### src/rtl/ab_arb_pkg.sv
// Shared types for the A/B policy recovery arbiter: FSM states, grant encodings, default widths.
package ab_arb_pkg;

  localparam int unsigned RefWDefault = 3;

  typedef enum logic [1:0] {
    StIdle   = 2'd0,
    StServeA = 2'd1,
    StServeB = 2'd2
  } arb_state_e;

  localparam logic [1:0] GrantNone = 2'b00;
  localparam logic [1:0] GrantA    = 2'b01;
  localparam logic [1:0] GrantB    = 2'b10;

  function automatic logic [1:0] grant_of(arb_state_e st);
    case (st)
      StServeA: grant_of = GrantA;
      StServeB: grant_of = GrantB;
      default:  grant_of = GrantNone;
    endcase
  endfunction

endpackage

### src/rtl/ab_policy_recovery_arbiter_if.sv
// Plant, enforcer, arbitrated-output and violation-log signals of the A/B policy arbiter.
interface ab_policy_recovery_arbiter_if import ab_arb_pkg::*; #(
  parameter int unsigned REF_W = RefWDefault,
  parameter int unsigned CNT_W = 8
);
  logic             A_ctp_in;
  logic             B_ctp_in;
  logic             policy_a_A_ctp;
  logic             policy_a_B_ctp;
  logic             policy_b_A_ctp;
  logic             policy_b_B_ctp;
  logic [REF_W-1:0] policy_a_recovery_ref;
  logic [REF_W-1:0] policy_b_recovery_ref;
  logic             A_ctp_out;
  logic             B_ctp_out;
  logic [1:0]       grant;
  logic             conflict;
  logic [CNT_W-1:0] viol_count_a;
  logic [CNT_W-1:0] viol_count_b;
  logic             log_valid;
  logic             log_ready;
  logic             log_policy;
  logic [REF_W-1:0] log_ref;

  modport slave (
    input  A_ctp_in, B_ctp_in, policy_a_A_ctp, policy_a_B_ctp, policy_b_A_ctp, policy_b_B_ctp,
    input  policy_a_recovery_ref, policy_b_recovery_ref, log_ready,
    output A_ctp_out, B_ctp_out, grant, conflict, viol_count_a, viol_count_b,
    output log_valid, log_policy, log_ref
  );

  modport master (
    output A_ctp_in, B_ctp_in, policy_a_A_ctp, policy_a_B_ctp, policy_b_A_ctp, policy_b_B_ctp,
    output policy_a_recovery_ref, policy_b_recovery_ref, log_ready,
    input  A_ctp_out, B_ctp_out, grant, conflict, viol_count_a, viol_count_b,
    input  log_valid, log_policy, log_ref
  );

endinterface

### src/rtl/ab_arb_log_buffer.sv
// Single-entry violation log: holds {policy, ref} until the consumer takes it.
module ab_arb_log_buffer #(
  parameter int unsigned RefW = 3
) (
  input  logic            clk_i,
  input  logic            reset_i,
  input  logic            push_i,
  input  logic            push_policy_i,
  input  logic [RefW-1:0] push_ref_i,
  input  logic            ready_i,
  output logic            valid_o,
  output logic            policy_o,
  output logic [RefW-1:0] ref_o
);

  logic            valid_q, valid_d;
  logic            policy_q, policy_d;
  logic [RefW-1:0] ref_q, ref_d;

  // A push is accepted only into an empty slot or one being drained this cycle.
  always_comb begin
    valid_d  = valid_q;
    policy_d = policy_q;
    ref_d    = ref_q;
    if (push_i && (!valid_q || ready_i)) begin
      valid_d  = 1'b1;
      policy_d = push_policy_i;
      ref_d    = push_ref_i;
    end else if (valid_q && ready_i) begin
      valid_d = 1'b0;
    end
  end

  always_ff @(posedge clk_i) begin
    if (reset_i) begin
      valid_q  <= 1'b0;
      policy_q <= 1'b0;
      ref_q    <= '0;
    end else begin
      valid_q  <= valid_d;
      policy_q <= policy_d;
      ref_q    <= ref_d;
    end
  end

  assign valid_o  = valid_q;
  assign policy_o = policy_q;
  assign ref_o    = ref_q;

endmodule

### src/rtl/ab_policy_recovery_arbiter.sv
// Arbitrates two policy enforcers' edits onto the plant with sticky, starvation-bounded grants.
// Optional violation log buffer is built when AB_ARB_LOG_EN is defined.
module ab_policy_recovery_arbiter import ab_arb_pkg::*; #(
  parameter int unsigned REF_W    = RefWDefault,
  parameter int unsigned CNT_W    = 8,
  parameter int unsigned HOLD_MAX = 4
) (
  input logic                         clk,
  input logic                         reset,
  ab_policy_recovery_arbiter_if.slave bus
);

  localparam int unsigned HoldW = (HOLD_MAX < 1) ? 1 : $clog2(HOLD_MAX + 1);
  localparam logic [CNT_W-1:0] CntMax = '1;

  logic             req_a, req_b, conflict_now, hold_expired;
  arb_state_e       state_q, state_d;
  logic             rr_q, rr_d;
  logic [HoldW-1:0] hold_q, hold_d;
  logic             a_out_q, a_out_d, b_out_q, b_out_d, conflict_q;
  logic [1:0]       grant_q;
  logic [CNT_W-1:0] cnt_a_q, cnt_a_d, cnt_b_q, cnt_b_d;

  assign req_a        = bus.policy_a_recovery_ref != '0;
  assign req_b        = bus.policy_b_recovery_ref != '0;
  assign conflict_now = req_a && req_b &&
      ({bus.policy_a_A_ctp, bus.policy_a_B_ctp} != {bus.policy_b_A_ctp, bus.policy_b_B_ctp});
  assign hold_expired = conflict_now && (hold_q >= HoldW'(HOLD_MAX));

  always_comb begin
    state_d = state_q;
    rr_d    = rr_q;
    case (state_q)
      StIdle: begin
        if (req_a && req_b) begin
          state_d = rr_q ? StServeB : StServeA;
          rr_d    = ~rr_q;
        end else if (req_a) begin
          state_d = StServeA;
        end else if (req_b) begin
          state_d = StServeB;
        end
      end
      StServeA: begin
        if (req_a) begin
          if (hold_expired) state_d = StServeB;
        end else begin
          state_d = req_b ? StServeB : StIdle;
        end
      end
      StServeB: begin
        if (req_b) begin
          if (hold_expired) state_d = StServeA;
        end else begin
          state_d = req_a ? StServeA : StIdle;
        end
      end
      default: state_d = StIdle;
    endcase

    // Starvation counter only runs while a grant is held against a live conflict.
    hold_d = ((state_d == state_q) && (state_q != StIdle) && conflict_now) ?
             hold_q + 1'b1 : '0;

    a_out_d = bus.A_ctp_in;
    b_out_d = bus.B_ctp_in;
    case (state_d)
      StServeA: begin
        a_out_d = bus.policy_a_A_ctp;
        b_out_d = bus.policy_a_B_ctp;
      end
      StServeB: begin
        a_out_d = bus.policy_b_A_ctp;
        b_out_d = bus.policy_b_B_ctp;
      end
      default: ;
    endcase

    cnt_a_d = (req_a && (cnt_a_q != CntMax)) ? cnt_a_q + 1'b1 : cnt_a_q;
    cnt_b_d = (req_b && (cnt_b_q != CntMax)) ? cnt_b_q + 1'b1 : cnt_b_q;
  end

  always_ff @(posedge clk) begin
    if (reset) begin
      state_q    <= StIdle;
      rr_q       <= 1'b0;
      hold_q     <= '0;
      a_out_q    <= 1'b0;
      b_out_q    <= 1'b0;
      grant_q    <= GrantNone;
      conflict_q <= 1'b0;
      cnt_a_q    <= '0;
      cnt_b_q    <= '0;
    end else begin
      state_q    <= state_d;
      rr_q       <= rr_d;
      hold_q     <= hold_d;
      a_out_q    <= a_out_d;
      b_out_q    <= b_out_d;
      grant_q    <= grant_of(state_d);
      conflict_q <= conflict_now;
      cnt_a_q    <= cnt_a_d;
      cnt_b_q    <= cnt_b_d;
    end
  end

  assign bus.A_ctp_out    = a_out_q;
  assign bus.B_ctp_out    = b_out_q;
  assign bus.grant        = grant_q;
  assign bus.conflict     = conflict_q;
  assign bus.viol_count_a = cnt_a_q;
  assign bus.viol_count_b = cnt_b_q;

`ifdef AB_ARB_LOG_EN
  logic             log_push, log_pol;
  logic [REF_W-1:0] log_ref_in;

  // A log event is any entry into a serve state, including forced switches.
  assign log_push   = (state_d != state_q) && (state_d != StIdle);
  assign log_pol    = (state_d == StServeB);
  assign log_ref_in = log_pol ? bus.policy_b_recovery_ref : bus.policy_a_recovery_ref;

  ab_arb_log_buffer #(
    .RefW (REF_W)
  ) u_log_buffer (
    .clk_i         (clk),
    .reset_i       (reset),
    .push_i        (log_push),
    .push_policy_i (log_pol),
    .push_ref_i    (log_ref_in),
    .ready_i       (bus.log_ready),
    .valid_o       (bus.log_valid),
    .policy_o      (bus.log_policy),
    .ref_o         (bus.log_ref)
  );
`else
  logic unused_log_ready;
  assign unused_log_ready = bus.log_ready;
  assign bus.log_valid    = 1'b0;
  assign bus.log_policy   = 1'b0;
  assign bus.log_ref      = '0;
`endif

endmodule

### src/flat_wrapper.sv
// flat-port wrapper written by rule: the top's interface ports become plain ports
module ab_policy_recovery_arbiter_flat import ab_arb_pkg::*;
#(
  parameter int unsigned REF_W    = RefWDefault,
  parameter int unsigned CNT_W    = 8,
  parameter int unsigned HOLD_MAX = 4
)
  (clk, reset, bus_A_ctp_in, bus_B_ctp_in, bus_policy_a_A_ctp, bus_policy_a_B_ctp, bus_policy_b_A_ctp, bus_policy_b_B_ctp, bus_policy_a_recovery_ref, bus_policy_b_recovery_ref, bus_log_ready, bus_A_ctp_out, bus_B_ctp_out, bus_grant, bus_conflict, bus_viol_count_a, bus_viol_count_b, bus_log_valid, bus_log_policy, bus_log_ref);
  ab_policy_recovery_arbiter_if #(.REF_W(REF_W), .CNT_W(CNT_W)) bus_i ();
  input logic clk;
  input logic reset;
  input wire logic [$bits(bus_i.A_ctp_in)-1:0] bus_A_ctp_in;
  input wire logic [$bits(bus_i.B_ctp_in)-1:0] bus_B_ctp_in;
  input wire logic [$bits(bus_i.policy_a_A_ctp)-1:0] bus_policy_a_A_ctp;
  input wire logic [$bits(bus_i.policy_a_B_ctp)-1:0] bus_policy_a_B_ctp;
  input wire logic [$bits(bus_i.policy_b_A_ctp)-1:0] bus_policy_b_A_ctp;
  input wire logic [$bits(bus_i.policy_b_B_ctp)-1:0] bus_policy_b_B_ctp;
  input wire logic [$bits(bus_i.policy_a_recovery_ref)-1:0] bus_policy_a_recovery_ref;
  input wire logic [$bits(bus_i.policy_b_recovery_ref)-1:0] bus_policy_b_recovery_ref;
  input wire logic [$bits(bus_i.log_ready)-1:0] bus_log_ready;
  output wire logic [$bits(bus_i.A_ctp_out)-1:0] bus_A_ctp_out;
  output wire logic [$bits(bus_i.B_ctp_out)-1:0] bus_B_ctp_out;
  output wire logic [$bits(bus_i.grant)-1:0] bus_grant;
  output wire logic [$bits(bus_i.conflict)-1:0] bus_conflict;
  output wire logic [$bits(bus_i.viol_count_a)-1:0] bus_viol_count_a;
  output wire logic [$bits(bus_i.viol_count_b)-1:0] bus_viol_count_b;
  output wire logic [$bits(bus_i.log_valid)-1:0] bus_log_valid;
  output wire logic [$bits(bus_i.log_policy)-1:0] bus_log_policy;
  output wire logic [$bits(bus_i.log_ref)-1:0] bus_log_ref;
  assign bus_i.A_ctp_in = bus_A_ctp_in;
  assign bus_i.B_ctp_in = bus_B_ctp_in;
  assign bus_i.policy_a_A_ctp = bus_policy_a_A_ctp;
  assign bus_i.policy_a_B_ctp = bus_policy_a_B_ctp;
  assign bus_i.policy_b_A_ctp = bus_policy_b_A_ctp;
  assign bus_i.policy_b_B_ctp = bus_policy_b_B_ctp;
  assign bus_i.policy_a_recovery_ref = bus_policy_a_recovery_ref;
  assign bus_i.policy_b_recovery_ref = bus_policy_b_recovery_ref;
  assign bus_i.log_ready = bus_log_ready;
  assign bus_A_ctp_out = bus_i.A_ctp_out;
  assign bus_B_ctp_out = bus_i.B_ctp_out;
  assign bus_grant = bus_i.grant;
  assign bus_conflict = bus_i.conflict;
  assign bus_viol_count_a = bus_i.viol_count_a;
  assign bus_viol_count_b = bus_i.viol_count_b;
  assign bus_log_valid = bus_i.log_valid;
  assign bus_log_policy = bus_i.log_policy;
  assign bus_log_ref = bus_i.log_ref;
  ab_policy_recovery_arbiter #(.REF_W(REF_W), .CNT_W(CNT_W), .HOLD_MAX(HOLD_MAX)) u_core (.clk(clk), .reset(reset), .bus(bus_i));
endmodule
### config.mk
export PLATFORM = sky130hd
export DESIGN_NAME = ab_policy_recovery_arbiter_flat
export DESIGN_NICKNAME = d
export VERILOG_FILES = /design/src/rtl/ab_arb_pkg.sv /design/src/rtl/ab_policy_recovery_arbiter_if.sv /design/src/rtl/ab_arb_log_buffer.sv /design/src/rtl/ab_policy_recovery_arbiter.sv /design/src/flat_wrapper.sv
export SDC_FILE = /design/constraint.sdc
export NUM_CORES = 1
export LEC_CHECK = 0
export ABC_AREA = 0
export CAP_MARGIN = 20
export CORE_ASPECT_RATIO = 0.6
export CORE_MARGIN = 4
export CORE_UTILIZATION = 40
export CTS_BUF_LIST = sky130_fd_sc_hd__clkbuf_2
export CTS_CLUSTER_SIZE = 16
export DETAILED_ROUTE_END_ITERATION = 7
export PLACE_DENSITY_LB_ADDON = 0.08
export SLEW_MARGIN = 20
export SYNTH_ARGS = -nofsm -noshare
export SYNTH_HDL_FRONTEND = slang
export SYNTH_SLANG_ARGS = --single-unit
### constraint.sdc
create_clock -name clk -period 3.15 [get_ports clk]
set_input_delay 0.4725 -clock clk [delete_from_list [all_inputs] [get_ports clk]]
set_output_delay 0.4725 -clock clk [all_outputs]
set_load 0.02 [all_outputs]
After elaboration in Yosys (flattened, before gate mapping) --
Cells that the tools add are included.
Operators by class: reductions and logical operators 13, multiplexer cells 14, add/subtract/negate cells 3, bitwise operators 2, order comparisons 1, equal/unequal tests 8
Operators by type and width (number):
- 2-bit two-way mux | 9
- 8-bit by 1-bit adder with 8-bit output (second input constant) | 2
- 8-bit != test (second input constant) | 2
- 1-bit logical AND | 7
- 2-bit one-hot mux with 3 select lines | 1
- 3-bit nonzero test | 2
- 2-bit by 1-bit equality test with 1-bit output (second input constant) | 2
- 2-bit equality test (second input constant) | 2
- 1-bit one-hot mux with 2 select lines | 2
- 2-bit one-hot mux with 2 select lines | 1
- 3-bit by 1-bit adder with 3-bit output (second input constant) | 1
- 3-bit >= comparator (second input constant) | 1
- 2-bit equality test | 1
- 2-bit zero test | 1
- 2-bit != test | 1
- 1-bit NOT | 2
- 2-bit AND reduction | 1
- 2-bit nonzero test | 1
- 2-bit OR reduction | 1
- 1-bit two-way mux | 1
Storage, ports and cells: output and inout port bits 26, flip-flop bits (word level) 27

Depth between registers and ports, before layout --
word-level depth 12, mapped depth 10, gate-level depth less buffers 9

Worst setup path after synthesis --
Ideal clock, no wire load.
kind flip-flop to flip-flop, from reg u_core.state_q[0], to reg u_core.b_out_q (netlist: u_core.bus.B_ctp_out), clock period less this slack 1682 ps, setup time 128 ps, slack 1468 ps, stages on the path, launching flop included 10, buffers on the path 1, arrival time 1555 ps, cell sequence dfxtp_1 -> clkbuf_2 -> o31ai_1 -> a41oi_2 -> o21a_1 -> ha_1 -> a22oi_1 -> nor2_1 -> a21oi_1 -> nor2_1
On the way: word-level cells in the longest chain between the ends 6, elaborated cells between the ends (all ways) 14
Ends and longest elaborated chain:
- start, declared | RTL line ab_policy_recovery_arbiter.sv:17 | arb_state_e state_q, state_d;
- start signal, assigned | RTL line ab_policy_recovery_arbiter.sv:85 | state_q <= StIdle;
- start signal, assigned | RTL line ab_policy_recovery_arbiter.sv:95 | state_q <= state_d;
- 2-bit two-way mux | RTL line ab_policy_recovery_arbiter.sv:40 | end else if (req_b) begin
- 2-bit two-way mux | RTL line ab_policy_recovery_arbiter.sv:38 | end else if (req_a) begin
- 2-bit two-way mux | RTL line ab_policy_recovery_arbiter.sv:35 | if (req_a && req_b) begin
- 2-bit one-hot mux with 3 select lines (*) | RTL line ab_policy_recovery_arbiter.sv:33 | case (state_q)
- via u_core.state_d[0] | RTL line ab_policy_recovery_arbiter.sv:17
- 2-bit equality test / 2-bit by 1-bit equality test with 1-bit output (equally long branches) | RTL line ab_policy_recovery_arbiter.sv:67 | case (state_d)
- 1-bit one-hot mux with 2 select lines (*) | RTL line ab_policy_recovery_arbiter.sv:67
- end signal, assigned | RTL line ab_policy_recovery_arbiter.sv:99 | b_out_q <= b_out_d;
- end, declared | RTL line ab_policy_recovery_arbiter.sv:20 | logic a_out_q, a_out_d, b_out_q, b_out_d, conflict_q;
Mark *: on every way through the listed nets, which the timed path passes. The rest lies on a longest branch. A chain may end at the register's enable or synchronous reset.

==> results.md <==
- Portion of netlist area occupied by mux cells: 0.0216
- Power per cell area: 464 mW/mm²
- Setup TNS: 0 ns
- Tightest Hold Check Type: reg -> reg
- Flop2flop setup slack: roughly 1.2 ns
- CP delay by family, top: compound AO/OA/AOI/OAI gates
- Mean Syn Cell Area: ~9 µm²
- Sequential-to-total area share from yosys stat: 0.390
- Crit path DAT: 2.61 ns
- Final Non-Filler Cells: roughly 230
- Share of layout cells above drive strength 1: 0.0806
- Port Buffer Count: 34
- I/O pin count: a little over 40
- Required time of the worst setup path: 3.41 ns
- Core Util, Final: 0.535
- First-pass GRT wire length: 5130 µm
- Fill cell count: 308
- FP Rows: 16
- WP depth: 10
- Post-Place Cells: 227
- Post-Synthesis Cell Area: between 0.001 and 0.0015 mm²
- Worst-margin pin slew: about 0.54 ns
- Period utilisation layout: 0.747
- All-Layer GR Usage: 0.142
- Area delta synth->final: 26.7%
- Reg-to-Reg End: u_core.bus.B_ctp_out
- CP Max Fanout: 4
- CTS root buf: clkbuf_2
- Critical Path, Cell by Cell: clkdlybuf4s50_1 -> nor3_1 -> o31ai_1 -> a41oi_2 -> o21ai_0 -> ha_1 -> a22oi_1 -> nor2_1 -> a21oi_1 -> nor2_1
- Sinks on Clock Net: 27
- Worst hold start: u_core.hold_q[0]
- Die area: 0.00451 mm²
- Vias in the first global route: 1,193
- Layout net count: approximately 210
- Synth cell types: 42
- H-tree levels: 1
- Starting Density: 0.423
- Post-CTS Setup Inserts: 0
- Worst rel slew slack: 0.638
- Max Cap Viol: 0
- Later-pin clock latency in the skew report: between 0.3 and 0.4 ns
- Antenna cells: 0
- Pleak: 0.641 nW
- Largest net degree at the start of global routing: 24
- Outcome: finished, final reports clean
- Drt via density: between 5 and 6
- TritonCTS Buffers: 3
- CP Class: in -> reg
- Initial antenna violation count: 0
- Clock Skews: about 0.0019 ns
- Max frequency: 0.425 GHz
- Critical R2R Launch: u_core.state_q[1]
- XOR/XNOR share of the synthesized area: 0.0505
- Clock Pin Slew Worst Setup and Hold Paths: roughly 0.23 ns
- Starting DRT DRC Count: 22
- Setup crit start: bus_policy_b_recovery_ref[1]
- Detailed-route via count: 1,203
- Post-synthesis simple-gate area fraction: 0.224
- Critical Path Start Type: primary input
- Worst Hold Path EP: u_core.hold_q[0]
- Slowest cell on the critical path: nor3_1
- Die height: between 50 and 60 µm
- Gate Count Post-Synth: 153
- Post-Synth Adder-Cell Area: 0.0631
- Post-CTS Resized: 0
- RSZ-0062 raised after global routing: false
- Synth Area in Compound Gates: 0.183
- Hold path depth: 1
- Final-report hold violation count: 0
- Critical Path Max Stage Delay: roughly 0.48 ns
- Final Setup Violations: 0
- Detailed Routing Iterations Pass 1: 4
- Avg WL per Cell: about 13 µm
- Buf/Inv on CP: 1
- Critical Path Most Common Cell: nor2_1
- GP Congestion: a little over 0.8
- Detailed Place HPWL: around 2300 µm
- TritonCTS clock tree: built
- Seq cells post-synth: 27
- CP Capture Type: register
- Design Power: 0.816 mW
- R2R depth: 9
- DRC errors left: 0
- Core area: approximately 0.0033 mm²
- Post-CTS Hold Buffers: 0
- Synth warn: 0
- Final antenna-violating net count: 0
- Pins Over Slew Limit: 0
- VDD IR max: between 0.0003 and 0.0004 V
- Clock Tree Buf Depth: 2
- Total grt overflow: 0
- Main combinational cell family by area after synthesis: simple AND/OR/NAND/NOR gates
- Die Span X: 84.0 µm
- Post-layout min period: ~2.4 ns
- Post-Route WL: between 3000 and 4000 µm
==> layout make-up <==
class / count / area (µm²) / share of cell area
sequential: 27 / 541 / 0.307
multi-input combinational: 115 / 771 / 0.438
timing repair buffer: 36 / 355 / 0.202
tap: 45 / 56.3 / 0.0320
clock buffer: 4 / 20.0 / 0.0114
inverter: 4 / 15.0 / 0.00854
==> flip-flops by register name, summed over array words and instances (netlist names) <==
signal / cells
u_core.bus.viol_count_a: 8
u_core.state_q: 2
u_core.bus.B_ctp_out: 1
u_core.bus.grant: 2
u_core.bus.A_ctp_out: 1
u_core.rr_q: 1
u_core.hold_q: 3
u_core.bus.conflict: 1
u_core.bus.viol_count_b: 8
==> cells by family after synthesis <==
kind of cell,count (synthesis)
DFF,27
other,1
AOI/OAI and AO/OA,36
adders and majority gates,7
buffers and inverters,15
and+or+nand+nor,56
muxes,3
xor gates and xnor gates,8
==> through the flow <==
step | setup slack [ns] | cell area [µm²] | hold WS [ns]
floorplan | 1.13 | 1400 | 0.406
global placement | 0.484 | 1740 | 0.415
detailed placement | 0.413 | 1740 | 0.433
CTS | 0.818 | 1760 | 0.459
global route | 0.672 | 1760 | 0.488
finish | 0.796 | 1760 | 0.456
==> power by group <==
part	total [mW]	leakage (nW)	switching, mW	internal [mW]
clock network	0.128	0.0166	0.0940	0.0335
registers	0.407	0.221	0.0298	0.378
logic	0.281	0.404	0.147	0.134
total	0.816	0.641	0.271	0.545
==> per-layer routing <==
| layer | part of all wire | GRT usage | wire, µm | vias up |
|---|---|---|---|---|
| met2 | 0.42 | 0.245 | 1290 | 34 |
| met3 | 0.063 | 0.0566 | 190 | 6 |
| met4 | 0.015 | 0.0321 | 44 | 0 |
| met1 | 0.50 | 0.169 | 1510 | 548 |
| li1 | - | - | - | 615 |
| met5 | 0 | 0 | 0 | - |
==> cells in the final DEF, fill, tap and decap left out, types with 3 or more instances in the layout <==
cell type	netlist	layout
clkdlybuf4s50_1	0	34
dfxtp_1	27	27
nor2_1	16	16
a21oi_1	9	9
o21ai_0	7	7
ha_1	7	7
or3_1	6	6
nand2_1	5	5
nor3_1	5	5
xor2_1	5	5
conb_1	1	5
inv_1	4	4
nand3_1	4	4
clkbuf_2	1	4
xnor2_1	3	3
o31ai_1	3	3
and3_1	3	3
mux2i_1	3	3
nand4_1	3	3
==> worst max path at each step <==
stage / endpoint / slack, ns
2_1_floorplan: u_core.bus.B_ctp_out / 1.13
3_3_place_gp: u_core.bus.A_ctp_out / 0.48
3_5_place_dp: u_core.bus.B_ctp_out / 0.41
4_1_cts: u_core.bus.B_ctp_out / 0.82
5_1_grt: u_core.bus.B_ctp_out / 0.67
6_report: u_core.bus.B_ctp_out / 0.80
==> cells in the mapped netlist (all sizes together) <==
master	count	area, µm²
a211oi	1	7.51
a21oi	9	45.0
nor3	6	35.0
a22oi	2	15.0
ha	7	87.6
nand4	3	18.8
or4	2	15.0
a32o	1	10.0
a41oi	1	16.3
o31ai	3	22.5
clkbuf	4	16.3
buf	7	60.1
nor4	2	12.5
nand3	6	40.0
inv	4	15.0
and3	3	18.8
conb	1	3.75
o21ai	9	52.6
a31oi	2	12.5
nor2	16	60.1
or3	7	48.8
o211ai	3	27.5
and2	1	6.26
nand2	5	18.8
o211a	2	20.0
o2111ai	1	8.76
nor4b	2	17.5
xor2	5	43.8
o21a	1	7.51
mux2i	3	30.0
a31o	1	8.76
nand2b	1	6.26
dfxtp	27	541
xnor2	3	26.3
nor2b	2	12.5
No activity file was read; power rests on OpenSTA's default activity.
